[config.mk]
export PLATFORM = sky130hd
export DESIGN_NAME = spi_slave_param
export DESIGN_NICKNAME = d
export VERILOG_FILES = /design/src/rtl/spi_slave_param.sv
export SDC_FILE = /design/constraint.sdc
export NUM_CORES = 1
export LEC_CHECK = 0
export BUFFER_PORTS_ARGS = -buffer_cell sky130_fd_sc_hd__buf_2
export CAP_MARGIN = 20
export CORE_AREA = 4 4 78 80
export DETAILED_ROUTE_END_ITERATION = 16
export DIE_AREA = 0 0 82 84
export HOLD_SLACK_MARGIN = 0.02
export PLACE_DENSITY = 0.54
export SYNTH_ARGS = -nofsm -noshare
export SYNTH_HDL_FRONTEND = slang
export SYNTH_SLANG_ARGS = --single-unit
[constraint.sdc]
create_clock -name CTRL_CLK -period 1.4 [get_ports CTRL_CLK]
set_input_delay 0 -clock CTRL_CLK [delete_from_list [all_inputs] [get_ports CTRL_CLK]]
set_output_delay 0 -clock CTRL_CLK [all_outputs]
set_load 0.05 [all_outputs]
[src/rtl/spi_slave_param.sv]
// spi_slave_param: SPI slave with configurable mode and word width that
// oversamples CS/SCLK/SDI on CTRL_CLK and exposes ready/valid word streams.
//
// Ports:
//   CTRL_CLK, NRST        system clock, synchronous active-low reset
//   CS, SCLK, SDI         SPI pins from master (asynchronous)
//   SDO                   serial data to master (registered)
//   tx_data/tx_valid      next word to transmit; tx_ready pulses on consume
//   rx_data/rx_valid      received word, held until rx_ready
//   busy                  transfer in progress (ACTIVE state)
//   overrun               sticky: word completed while rx_valid still pending
//   underrun              pulse: word load found no valid tx word
module spi_slave_param #(
    parameter int unsigned DATA_W      = 8,
    parameter bit          CPOL        = 1'b0,
    parameter bit          CPHA        = 1'b0,
    parameter int unsigned SYNC_STAGES = 2
) (
    input  logic              CTRL_CLK,
    input  logic              NRST,
    input  logic              CS,
    input  logic              SCLK,
    input  logic              SDI,
    output logic              SDO,
    input  logic [DATA_W-1:0] tx_data,
    input  logic              tx_valid,
    output logic              tx_ready,
    output logic [DATA_W-1:0] rx_data,
    output logic              rx_valid,
    input  logic              rx_ready,
    output logic              busy,
    output logic              overrun,
    output logic              underrun
);

    localparam int unsigned CNT_W = $clog2(DATA_W);
    localparam logic [CNT_W-1:0] LAST_BIT = CNT_W'(DATA_W - 1);

    typedef enum logic {IDLE, ACTIVE} state_t;

    state_t state, state_nxt;

    logic [SYNC_STAGES-1:0] cs_sync, sclk_sync, sdi_sync;
    logic cs_s, sclk_s, sdi_s;
    logic cs_q, sclk_q;
    logic cs_fall_q, cs_rise_q, lead_q, trail_q;
    logic sample_e, shift_e;

    logic [CNT_W-1:0]  bit_cnt;
    logic [DATA_W-2:0] tx_shift;   // bits still to send after the one on SDO
    logic [DATA_W-2:0] rx_shift;   // bits assembled so far, MSB first
    logic [DATA_W-1:0] rx_next;

    logic start, stop, load, do_sample, do_shift, word_done;

    assign cs_s   = cs_sync[SYNC_STAGES-1];
    assign sclk_s = sclk_sync[SYNC_STAGES-1];
    assign sdi_s  = sdi_sync[SYNC_STAGES-1];

    // Pin synchronisers
    always_ff @(posedge CTRL_CLK) begin
        if (!NRST) begin
            cs_sync   <= '1;
            sclk_sync <= {SYNC_STAGES{CPOL}};
            sdi_sync  <= '0;
        end else begin
            cs_sync   <= {cs_sync[SYNC_STAGES-2:0], CS};
            sclk_sync <= {sclk_sync[SYNC_STAGES-2:0], SCLK};
            sdi_sync  <= {sdi_sync[SYNC_STAGES-2:0], SDI};
        end
    end

    // Registered edge-detect pulses; their high cycle is the detect cycle
    always_ff @(posedge CTRL_CLK) begin
        if (!NRST) begin
            cs_q      <= 1'b1;
            sclk_q    <= CPOL;
            cs_fall_q <= 1'b0;
            cs_rise_q <= 1'b0;
            lead_q    <= 1'b0;
            trail_q   <= 1'b0;
        end else begin
            cs_q      <= cs_s;
            sclk_q    <= sclk_s;
            cs_fall_q <= cs_q & ~cs_s;
            cs_rise_q <= ~cs_q & cs_s;
            lead_q    <= (sclk_q == CPOL) && (sclk_s != CPOL);
            trail_q   <= (sclk_q != CPOL) && (sclk_s == CPOL);
        end
    end

    assign sample_e = CPHA ? trail_q : lead_q;
    assign shift_e  = CPHA ? lead_q  : trail_q;

    // State register
    always_ff @(posedge CTRL_CLK) begin
        if (!NRST) state <= IDLE;
        else       state <= state_nxt;
    end

    // Next-state logic
    always_comb begin
        state_nxt = state;
        case (state)
            IDLE:    if (cs_fall_q) state_nxt = ACTIVE;
            ACTIVE:  if (cs_rise_q) state_nxt = IDLE;
            default: state_nxt = IDLE;
        endcase
    end

    // Per-cycle actions decoded from state and edge pulses
    always_comb begin
        start     = 1'b0;
        stop      = 1'b0;
        load      = 1'b0;
        do_sample = 1'b0;
        do_shift  = 1'b0;
        case (state)
            IDLE: begin
                if (cs_fall_q) begin
                    start = 1'b1;
                    load  = ~CPHA;
                end
            end
            ACTIVE: begin
                if (cs_rise_q) begin
                    stop = 1'b1;
                end else begin
                    do_sample = sample_e;
                    if (shift_e) begin
                        load     = (bit_cnt == '0);
                        do_shift = (bit_cnt != '0);
                    end
                end
            end
            default: ;
        endcase
    end

    assign word_done = do_sample && (bit_cnt == LAST_BIT);
    assign rx_next   = {rx_shift, sdi_s};
    assign tx_ready  = load & tx_valid;
    assign underrun  = load & ~tx_valid;
    assign busy      = (state == ACTIVE);

    // Shift datapath and receive handshake
    always_ff @(posedge CTRL_CLK) begin
        if (!NRST) begin
            SDO      <= 1'b0;
            tx_shift <= '0;
            rx_shift <= '0;
            bit_cnt  <= '0;
            rx_data  <= '0;
            rx_valid <= 1'b0;
            overrun  <= 1'b0;
        end else begin
            if (load) begin
                tx_shift <= tx_valid ? tx_data[DATA_W-2:0] : '0;
                SDO      <= tx_valid & tx_data[DATA_W-1];
            end else if (do_shift) begin
                tx_shift <= tx_shift << 1;
                SDO      <= tx_shift[DATA_W-2];
            end

            if (do_sample) begin
                rx_shift <= rx_next[DATA_W-2:0];
                bit_cnt  <= word_done ? '0 : bit_cnt + CNT_W'(1);
            end

            if (start || stop) bit_cnt <= '0;
            if (stop)          SDO     <= 1'b0;

            // Completion beats a same-cycle consume
            if (word_done) begin
                rx_data  <= rx_next;
                rx_valid <= 1'b1;
            end else if (rx_valid && rx_ready) begin
                rx_valid <= 1'b0;
            end

            if (start)
                overrun <= 1'b0;
            else if (word_done && rx_valid && !rx_ready)
                overrun <= 1'b1;
        end
    end

endmodule

==> out/results.txt <==
R2R cell count: 7
Final TNS setup: 0 ns
top cell type's share of synthesized area: 0.5256
fill count: 549
CP max stage cell: dfxtp_2
Synth Area in XOR/XNOR: 0
wire length per cell: 11.09 µm
Setup crit start kind: register
Avg Cell Area, Syn: 9.295 µm²
pin count of the biggest net entering global routing: 35
total CTS buffers: 5
crit-path cells: inv_1 > ha_4 > nand2b_4 > and2_4 > buf_4 > a221oi_1 > nor2_1
Worst-Skew Late Latency: 0.29 ns
final setup vio count: 0
DRT Wirelength: 3238 µm
largest family of logic cells by synthesized area: simple AND/OR/NAND/NOR gates
# rows: 27
Peak Freq: 0.7178 GHz
register share of total power: 0.518
Iter 0 DRT Violations: 35
status: complete, no violations
share of layout cells above drive strength 1: 0.3273
clk_skew: 0.003433 ns
total clock sinks: 41
via count: 1276
Pleak: 0.9327 nW
GP Congestion: 0.7752
core area: 5405 µm²
initial antenna violation count: 0
Worst EP arrival: 1.57 ns
DRT antenna net count: 0
Power Internal: 1.841 mW
dpl cells: 266
crit share post-route: 0.9951
largest area contributor in the netlist: dfxtp_1
Syn Nets: 186
Synth area leaders: dfxtp_1, nand2_1, a21boi_0
peak supply drop: 0.5266 mV
die area: 6888 µm²
crit end category: register
YS warnings: 0
CTS Root Cell: clkbuf_8
Synth cell types: 33
RSZ-0062 raised after global routing: true
sw frac: 0.2022
hold violation count in the final report: 0
commonest non-fill, non-tap cells in the layout: nand2_1, dfxtp_1, buf_2
Synth Cell Area: 1561 µm²
Clock power frac: 0.420
Area Growth Syn to Fin: 40.87%
hold path depth: 3
post-synthesis sequential area ratio: 0.5256
Die Wd: 82 µm
1st-pass router iterations: 4
GR Util All Layers: 0.1069
clk slew on worst S/H paths: 0.07 ns
worst path required time: 1.57 ns
DR vias/cell: 4.370
switching power: 466.7 µW
Placement Setup Slack: 0.04725 ns
CTS H-tree lvls: 2
Initial Utilization: 0.2889
DPL Wire Length: 2074 µm
CTS max path bufs: 2
PortBufs: 28
nets@finish: 237
grt total ovfl: 0
slew margin rel.: 0.7441
Ports: 29
post-synthesis simple-gate area fraction: 0.2244
CTS tree: built
WS Path Type: register to register
residual DRC count: 0
highest fanout seen on the critical path: 6
Die Span Y: 84 µm
vias in the first global route: 1241
worst-margin pin slew: 0.3805 ns
compound-cell area share of the yosys netlist: 0.1835
commonest non-fill, non-tap cell in the layout: nand2_1
fin crit period: 1.393 ns
Layout Cells excl Fill: 292
PwrDens: 1049 nW/µm²
post-layout worst setup margin: 0.006830 ns
Comb pwr share: 0.062
Hold Crit Class: primary input to register
first-pass GRT wire length: 5727 µm
Max-Cap Viols: 0
Adder-Cell Fraction of Synth Area: 0.02404
mux share of post-synthesis cell area: 0.007212
Synth Instances: 168
Seq cells post-synth: 41
crit-path max cell delay: 0.33 ns
max-slew violations: 0
diodes inserted: 0
[worst max-delay path: cells and delay by family (launching register included)]
kind,cells,cell delay [ns]
compound gates,1,0.29
simple gates,3,0.30
flops,1,0.33
fa+ha+maj,1,0.14
buf+inv,2,0.23
[registers in the layout, summed over array words and instances (netlist names), 2 cells and up]
name,flops
rx_data,8
rx_shift,7
tx_shift,7
bit_cnt,3
cs_sync,2
sclk_sync,2
sdi_sync,2
[final timing paths]
kind	from	end	slack, ns
min	tx_valid	SDO$_SDFFE_PP0P_	0.05
max	bit_cnt[1]$_SDFFE_PP0P_	tx_shift[6]$_SDFFE_PN0P_	0.007
max reg2reg	bit_cnt[1]$_SDFFE_PP0P_	tx_shift[6]$_SDFFE_PN0P_	0.007
min reg2reg	sclk_q$_SDFF_PN0_	lead_q$_SDFF_PN0_	0.41
[kinds of logic after synthesis]
logic type,count (synthesis)
AO/OA/AOI/OAI,40
adder cells (fa/ha/maj),3
buffers and inverters,11
flip-flops,41
multiplexers,1
AND/OR/NAND/NOR,72
[synth_stat cells]
| master | number |
|---|---|
| a21boi_0 | 12 |
| a21boi_1 | 6 |
| a21o_1 | 1 |
| a21oi_1 | 3 |
| a21oi_2 | 2 |
| a221oi_1 | 6 |
| a31oi_1 | 1 |
| and2_1 | 6 |
| and2_4 | 1 |
| and2b_1 | 1 |
| and3_1 | 1 |
| and3b_1 | 2 |
| buf_2 | 2 |
| buf_4 | 1 |
| buf_6 | 1 |
| clkbuf_1 | 3 |
| dfxtp_1 | 41 |
| ha_1 | 3 |
| inv_1 | 4 |
| mux2_2 | 1 |
| nand2_1 | 38 |
| nand2_2 | 1 |
| nand2b_1 | 5 |
| nand2b_4 | 1 |
| nand3_1 | 1 |
| nand3b_1 | 2 |
| nor2_1 | 8 |
| nor2b_1 | 2 |
| nor3_1 | 2 |
| o211a_1 | 1 |
| o21a_1 | 1 |
| o21ai_0 | 7 |
| or3_1 | 1 |
[cell type report]
type	instances	area [µm²]	area share
well taps	72	90.09	0.04096
repair buffers	51	355.3	0.1615
flip-flops and latches	41	829.5	0.3771
clock inverters	1	30.03	0.01365
clock buffers	7	86.33	0.03925
inverters	4	15.01	0.006826
multi-input cells	116	793.3	0.3606
[through the flow]
step	hold WS (ns)	utilization	power [mW]	instance area, µm²
2_1_floorplan	0.06372	-	1.285	1585
6_report	0.04652	0.4069	2.308	2200
3_3_place_gp	0.1798	0.3354	1.326	1813
4_1_cts	0.03569	0.3900	2.340	2108
3_5_place_dp	0.1861	0.3354	1.326	1813
5_1_grt	0.04776	0.4069	2.419	2200
[what timing repair did]
item,4_1_cts,5_1_grt
hold endpoints to repair,12,0
resized for setup,10,17
setup endpoints to repair,2,19
pin swaps,2,11
setup buffers,5,2
hold buffers,12,0
cloned,0,0
[power by group through the flow]
| stage | Sequential [mW] | Combinational [mW] | Clock, mW |
|---|---|---|---|
| finish | 1.20 | 0.143 | 0.969 |
| global route | 1.20 | 0.159 | 1.06 |
| floorplan | 1.23 | 0.0561 | 0 |
| detailed placement | 1.22 | 0.103 | 0 |
| global placement | 1.22 | 0.102 | 0 |
| CTS | 1.19 | 0.134 | 1.01 |
[metal layers]
metal / vias to the layer above / global-route usage / wire length [µm]
li1: 672 / - / -
met1: 574 / 0.1321 / 1471
met2: 21 / 0.1668 / 1527
met3: 9 / 0.03780 / 154
met4: 0 / 0.04230 / 84
met5: - / 0 / 0
No activity file was read; power rests on OpenSTA's default activity.
